--- config.mk ---
export PLATFORM = sky130hd
export DESIGN_NAME = vtage_vt_write_scheduler
export DESIGN_NICKNAME = d
export VERILOG_FILES = /design/src/rtl/vtage_vt_write_scheduler.sv
export SDC_FILE = /design/constraint.sdc
export NUM_CORES = 1
export LEC_CHECK = 0
export ABC_CLOCK_PERIOD_IN_PS = 6200
export CAP_MARGIN = 10
export CORE_MARGIN = 5
export CORE_UTILIZATION = 50
export CTS_CLUSTER_DIAMETER = 50
export DETAILED_ROUTE_END_ITERATION = 8
export MAX_ROUTING_LAYER = met4
export PLACE_DENSITY = 0.81
export SYNTH_ARGS = -nofsm -noshare
export SYNTH_HDL_FRONTEND = slang
export SYNTH_SLANG_ARGS = --single-unit
--- constraint.sdc ---
create_clock -name clk_i -period 6.2 [get_ports clk_i]
set_input_delay 0.93 -clock clk_i [delete_from_list [all_inputs] [get_ports clk_i]]
set_output_delay 0.93 -clock clk_i [all_outputs]
set_load 0.02 [all_outputs]
--- src/rtl/vtage_vt_write_scheduler.sv ---
// rtl/vtage_vt_write_scheduler.sv - value-table write scheduler: table clear sequencer plus update queue drained over two write ports
module vtage_vt_write_scheduler #(
    parameter int P_STORAGE_SIZE = 2048,
    parameter int P_DATA_WIDTH   = 32,
    parameter int P_QUEUE_DEPTH  = 4,
    localparam int LP_ADDRESS_WIDTH = $clog2(P_STORAGE_SIZE),
    localparam int LP_COUNT_WIDTH   = $clog2(P_QUEUE_DEPTH + 1)
) (
    input  logic                        clk_i,
    input  logic                        rst_ni,
    input  logic                        upd0_valid_i,
    input  logic [LP_ADDRESS_WIDTH-1:0] upd0_addr_i,
    input  logic [P_DATA_WIDTH-1:0]     upd0_data_i,
    input  logic                        upd1_valid_i,
    input  logic [LP_ADDRESS_WIDTH-1:0] upd1_addr_i,
    input  logic [P_DATA_WIDTH-1:0]     upd1_data_i,
    output logic                        upd_ready_o,
    input  logic                        clear_req_i,
    output logic [LP_ADDRESS_WIDTH-1:0] wra_addr_o,
    output logic [P_DATA_WIDTH-1:0]     wra_data_o,
    output logic                        wra_valid_o,
    output logic [LP_ADDRESS_WIDTH-1:0] wrb_addr_o,
    output logic [P_DATA_WIDTH-1:0]     wrb_data_o,
    output logic                        wrb_valid_o,
    output logic                        busy_o,
    output logic [LP_COUNT_WIDTH-1:0]   count_o
);

    localparam int LP_PTR_WIDTH = $clog2(P_QUEUE_DEPTH);
    localparam int LP_K_WIDTH   = LP_ADDRESS_WIDTH - 1;
    localparam logic [LP_K_WIDTH-1:0] LP_K_LAST = LP_K_WIDTH'(P_STORAGE_SIZE / 2 - 1);

    typedef enum logic {
        CLEAR = 1'b0,
        RUN   = 1'b1
    } state_t;

    state_t                    state;
    logic [LP_K_WIDTH-1:0]     k;
    logic [LP_PTR_WIDTH-1:0]   rd_ptr;
    logic [LP_PTR_WIDTH-1:0]   wr_ptr;
    logic [LP_COUNT_WIDTH-1:0] count;

    logic [LP_ADDRESS_WIDTH-1:0] q_addr [P_QUEUE_DEPTH];
    logic [P_DATA_WIDTH-1:0]     q_data [P_QUEUE_DEPTH];

    logic [LP_PTR_WIDTH-1:0] rd_ptr_next;
    logic [LP_PTR_WIDTH-1:0] wr_slot1;
    logic                    push0;
    logic                    push1;
    logic [1:0]              push_cnt;
    logic [1:0]              pop_cnt;

    assign busy_o      = (state == CLEAR);
    assign count_o     = count;
    assign upd_ready_o = (state == RUN) &&
                         ((LP_COUNT_WIDTH'(P_QUEUE_DEPTH) - count) >= LP_COUNT_WIDTH'(2));

    assign push0       = upd_ready_o && upd0_valid_i;
    assign push1       = upd_ready_o && upd1_valid_i;
    assign push_cnt    = {1'b0, push0} + {1'b0, push1};
    assign wr_slot1    = wr_ptr + LP_PTR_WIDTH'(push0);
    assign rd_ptr_next = rd_ptr + LP_PTR_WIDTH'(1);

    // Drain decision; a pending clear suppresses writes so discarded updates never reach the table.
    always_comb begin
        wra_addr_o  = {k, 1'b0};
        wrb_addr_o  = {k, 1'b1};
        wra_data_o  = '0;
        wrb_data_o  = '0;
        wra_valid_o = (state == CLEAR);
        wrb_valid_o = (state == CLEAR);
        pop_cnt     = 2'd0;
        if (state == RUN) begin
            wra_addr_o  = q_addr[rd_ptr];
            wra_data_o  = q_data[rd_ptr];
            wrb_addr_o  = q_addr[rd_ptr_next];
            wrb_data_o  = q_data[rd_ptr_next];
            wra_valid_o = 1'b0;
            wrb_valid_o = 1'b0;
            if (!clear_req_i) begin
                if (count >= LP_COUNT_WIDTH'(2)) begin
                    pop_cnt     = 2'd2;
                    wrb_valid_o = 1'b1;
                    wra_valid_o = (q_addr[rd_ptr] != q_addr[rd_ptr_next]);
                end else if (count == LP_COUNT_WIDTH'(1)) begin
                    pop_cnt     = 2'd1;
                    wra_valid_o = 1'b1;
                end
            end
        end
    end

    always_ff @(posedge clk_i) begin
        if (push0) begin
            q_addr[wr_ptr] <= upd0_addr_i;
            q_data[wr_ptr] <= upd0_data_i;
        end
        if (push1) begin
            q_addr[wr_slot1] <= upd1_addr_i;
            q_data[wr_slot1] <= upd1_data_i;
        end
    end

    always_ff @(posedge clk_i) begin
        if (!rst_ni) begin
            state  <= CLEAR;
            k      <= '0;
            rd_ptr <= '0;
            wr_ptr <= '0;
            count  <= '0;
        end else begin
            case (state)
                CLEAR: begin
                    if (clear_req_i) begin
                        k <= '0;
                    end else if (k == LP_K_LAST) begin
                        state <= RUN;
                        k     <= '0;
                    end else begin
                        k <= k + LP_K_WIDTH'(1);
                    end
                end
                RUN: begin
                    if (clear_req_i) begin
                        state  <= CLEAR;
                        k      <= '0;
                        rd_ptr <= '0;
                        wr_ptr <= '0;
                        count  <= '0;
                    end else begin
                        rd_ptr <= rd_ptr + LP_PTR_WIDTH'(pop_cnt);
                        wr_ptr <= wr_ptr + LP_PTR_WIDTH'(push_cnt);
                        count  <= count + LP_COUNT_WIDTH'(push_cnt) - LP_COUNT_WIDTH'(pop_cnt);
                    end
                end
                default: state <= CLEAR;
            endcase
        end
    end

endmodule

==> summary.md <==
| Metric | Value |
|---|---|
| Gates resized, CTS repair | 0 |
| Vias per cell | 6.076 |
| Pin count of the biggest net entering global routing | 54 |
| Final routed DRC violation total | 0 |
| Leakage | 4.595 nW |
| P&R area growth vs syn | 22.32% |
| Fin nets | 1023 |
| Min cycle time layout | 4.376 ns |
| Core box area | ~23000 um2 |
| Post-DP Area | roughly 13000 um2 |
| Final Worst Setup Slack | ~1.8 ns |
| Detailed-route wire length per cell | 23.38 um |
| Net Count, Synth | 863 |
| Min Hold Slack | between 0.5 and 0.6 ns |
| Share of cells above drive strength 1 | 0.3162 |
| Syn Area/Cell | 14.98 um2 |
| Synth Flop Type | edfxtp_1 |
| Worst slew pin tran | 0.9518 ns |
| Design area | around 14000 um2 |
| Number of synthesized flops with an enable pin | 172 |
| Final Hold Vio Count | 0 |
| DPL Wire Length | 18130 um |
| Worst ir drop on vdd | 0.1574 mV |
| Met3 WL post-DR | ~2000 um |
| Commonest cells in the netlist | 172 x edfxtp_1, 160 x mux2_2, 81 x mux4_2 |
| Die Ht | 160.9 um |
| Drt total wl | between 20000 and 30000 um |
| Initial DRC count | 544 |
| Place WS | 2.059 ns |
| Async SR Flop Fraction | 0 |
| Number of synthesis warnings | 0 |
| Die X | 160.9 um |
| Status | finished clean |
| Yosys reg bits | 192 |
| Detail Route Antenna Nets | 0 |
| WP data required | 5.27 ns |
| Class of the most critical setup path | register to primary output |
| GP Congestion | 0.8481 |
| FMAX | 228.5 MHz |
| DIE AREA | 25890 um2 |
| Setup crit start kind | register |
| Initial Util | 0.5059 |
| Final setup fails | 0 |
| First-pass GRT wire length | 44220 um |
| Clock Tree Buf Depth | 2 |
| Worst-skew pair later-pin latency | roughly 0.44 ns |
| Mapped Area | 11380 um2 |
| Root Buffer | clkbuf_16 |
| Relative slew slack | 0.3655 |
| CP Max Fanout | 43 |
| Area leader, netlist | edfxtp_1 |
| Netlist cell types | 45 |
| Clk sinks | 192 |
| Post-synthesis sequential area ratio | 0.4888 |
| Worst-path clk slew | 0.08 ns |
| RSZ-0062 raised after global routing | false |
| Final worst-path cycle share | 0.7058 |
| Crit path DAT | 3.45 ns |
| # hold bufs at CTS | 0 |
| Pins Over Slew Limit | 0 |
| CTS tree | yes |
| PortBufs | 183 |
| TNS Setup | 0 ns |
| WL met2 | roughly 15000 um |
| Gr ovfl total | 0 |
| Max Cap Violations | 0 |
| H-tree levels | 4 |
| Vias | ~7400 |
| Detailed-route wire length on metal 1 | 11300 um |
| CP endpoint kind | primary output |
| CTS Buf Count | 17 |
| Total GRT Usage | 0.2276 |
| Initial antenna violation count | 1 |
| Clock Skew | 0.01345 ns |
| Drt pass-1 iters | 5 |
| Power per Cell Area | 184.5 nW/um2 |
| Row Count | 55 |
| Most frequent cell after synthesis | edfxtp_1 |
| Worst Hold Class | register to register |
| Share of the synthesized area in the top cell type | 0.4537 |
| R2r worst-path depth | 11 |
| Hold Path Depth | 1 |
| Main area contributors after synthesis | edfxtp_1 45%, mux4_2 16%, mux2_2 16% |
| Syn Inst Count | 760 |
| Top layer in use | met4 |
| Post-CTS setup buffer count | 0 |
| I/O pin cnt | 184 |
| Number of global-route vias before repair | 7772 |
[state kept, by name, indices dropped and copies added, names as in the netlist, named ones only]
| name | cells |
|---|---|
| q_data | 128 |
| count_o | 3 |
| k | 10 |
| state | 1 |
| q_addr | 44 |
| rd_ptr | 2 |
| wr_ptr | 2 |
[critical path: stages, from the launching register on]
cell and delay, ns:
dfxtp_4 0.98, mux4_1 0.70, xor2_1 0.17, nor4_1 0.41
a31oi_1 0.17, clkdlybuf4s50_1 0.58
[report_power, final]
part | internal, W | total [W] | switching (W)
Combinational | 0.0000940 | 0.000147 | 0.0000527
Sequential | 0.00141 | 0.00141 | 0.000000799
Clock | 0.000530 | 0.00102 | 0.000487
Total | 0.00203 | 0.00257 | 0.000540
[metal layers]
| layer | global-route usage | vias up |
|---|---|---|
| li1 | - | 3282 |
| met2 | 0.3824 | 309 |
| met4 | 0.06359 | 0 |
| met3 | 0.04337 | 36 |
| met1 | 0.2852 | 3780 |
| met5 | - | - |
[layout by cell type (no fill, tap or decap), drive strengths merged, types with 3 or more instances in the layout]
cell type	count
a21oi	9
a311oi	3
and2	68
buf	11
clkbuf	22
clkdlybuf4s50	183
clkinv	5
dfxtp	20
edfxtp	172
ha	10
inv	14
mux2	172
mux4	86
nand2	61
nand2b	3
nand3	4
nand4	4
nor2	21
nor2b	3
nor3	5
nor4	3
o21ai	11
xor2	18
[path summary, 6_finish.rpt]
check | startpoint | end | slack [ns]
min reg2reg | k[9]$_SDFFE_PN0P_ | k[9]$_SDFFE_PN0P_ | 0.53
min | k[9]$_SDFFE_PN0P_ | k[9]$_SDFFE_PN0P_ | 0.53
max | register | wra_valid_o | 1.82
max reg2reg | count_o[1]$_SDFFE_PN0P_ | q_data[0][2]$_DFFE_PP_ | 2.04
[cell families after synthesis]
logic type | after synthesis | synth area share
and+or+nand+nor | 178 | 0.08375
adders and majority gates | 12 | 0.01451
xor gates and xnor gates | 20 | 0.01704
buffers and inverters | 64 | 0.03209
AOI/OAI and AO/OA | 34 | 0.02011
DFF | 192 | 0.4888
muxes | 260 | 0.3437
[layout make-up]
type                       instances  area, um2
clock inverter                    10      81.33
clock buffer                      22      454.2
tap                              285      356.6
antenna                            1      2.502
fill                            1691       8577
sequential                       192       5577
timing repair buffer             194       1914
inverter                          11      41.29
multi-input combinational        504       5499
[through the flow]
stage | total power (W) | utilization | cells
after floorplan | 0.001491 | - | 760
after global placement | 0.001576 | 0.5949 | 1186
after CTS | 0.002576 | 0.6187 | 1218
final | 0.002569 | 0.6188 | 1219
after detailed placement | 0.001579 | 0.5949 | 1186
after global routing | 0.002641 | 0.6188 | 1219
Power figures use the tool's default switching activity.
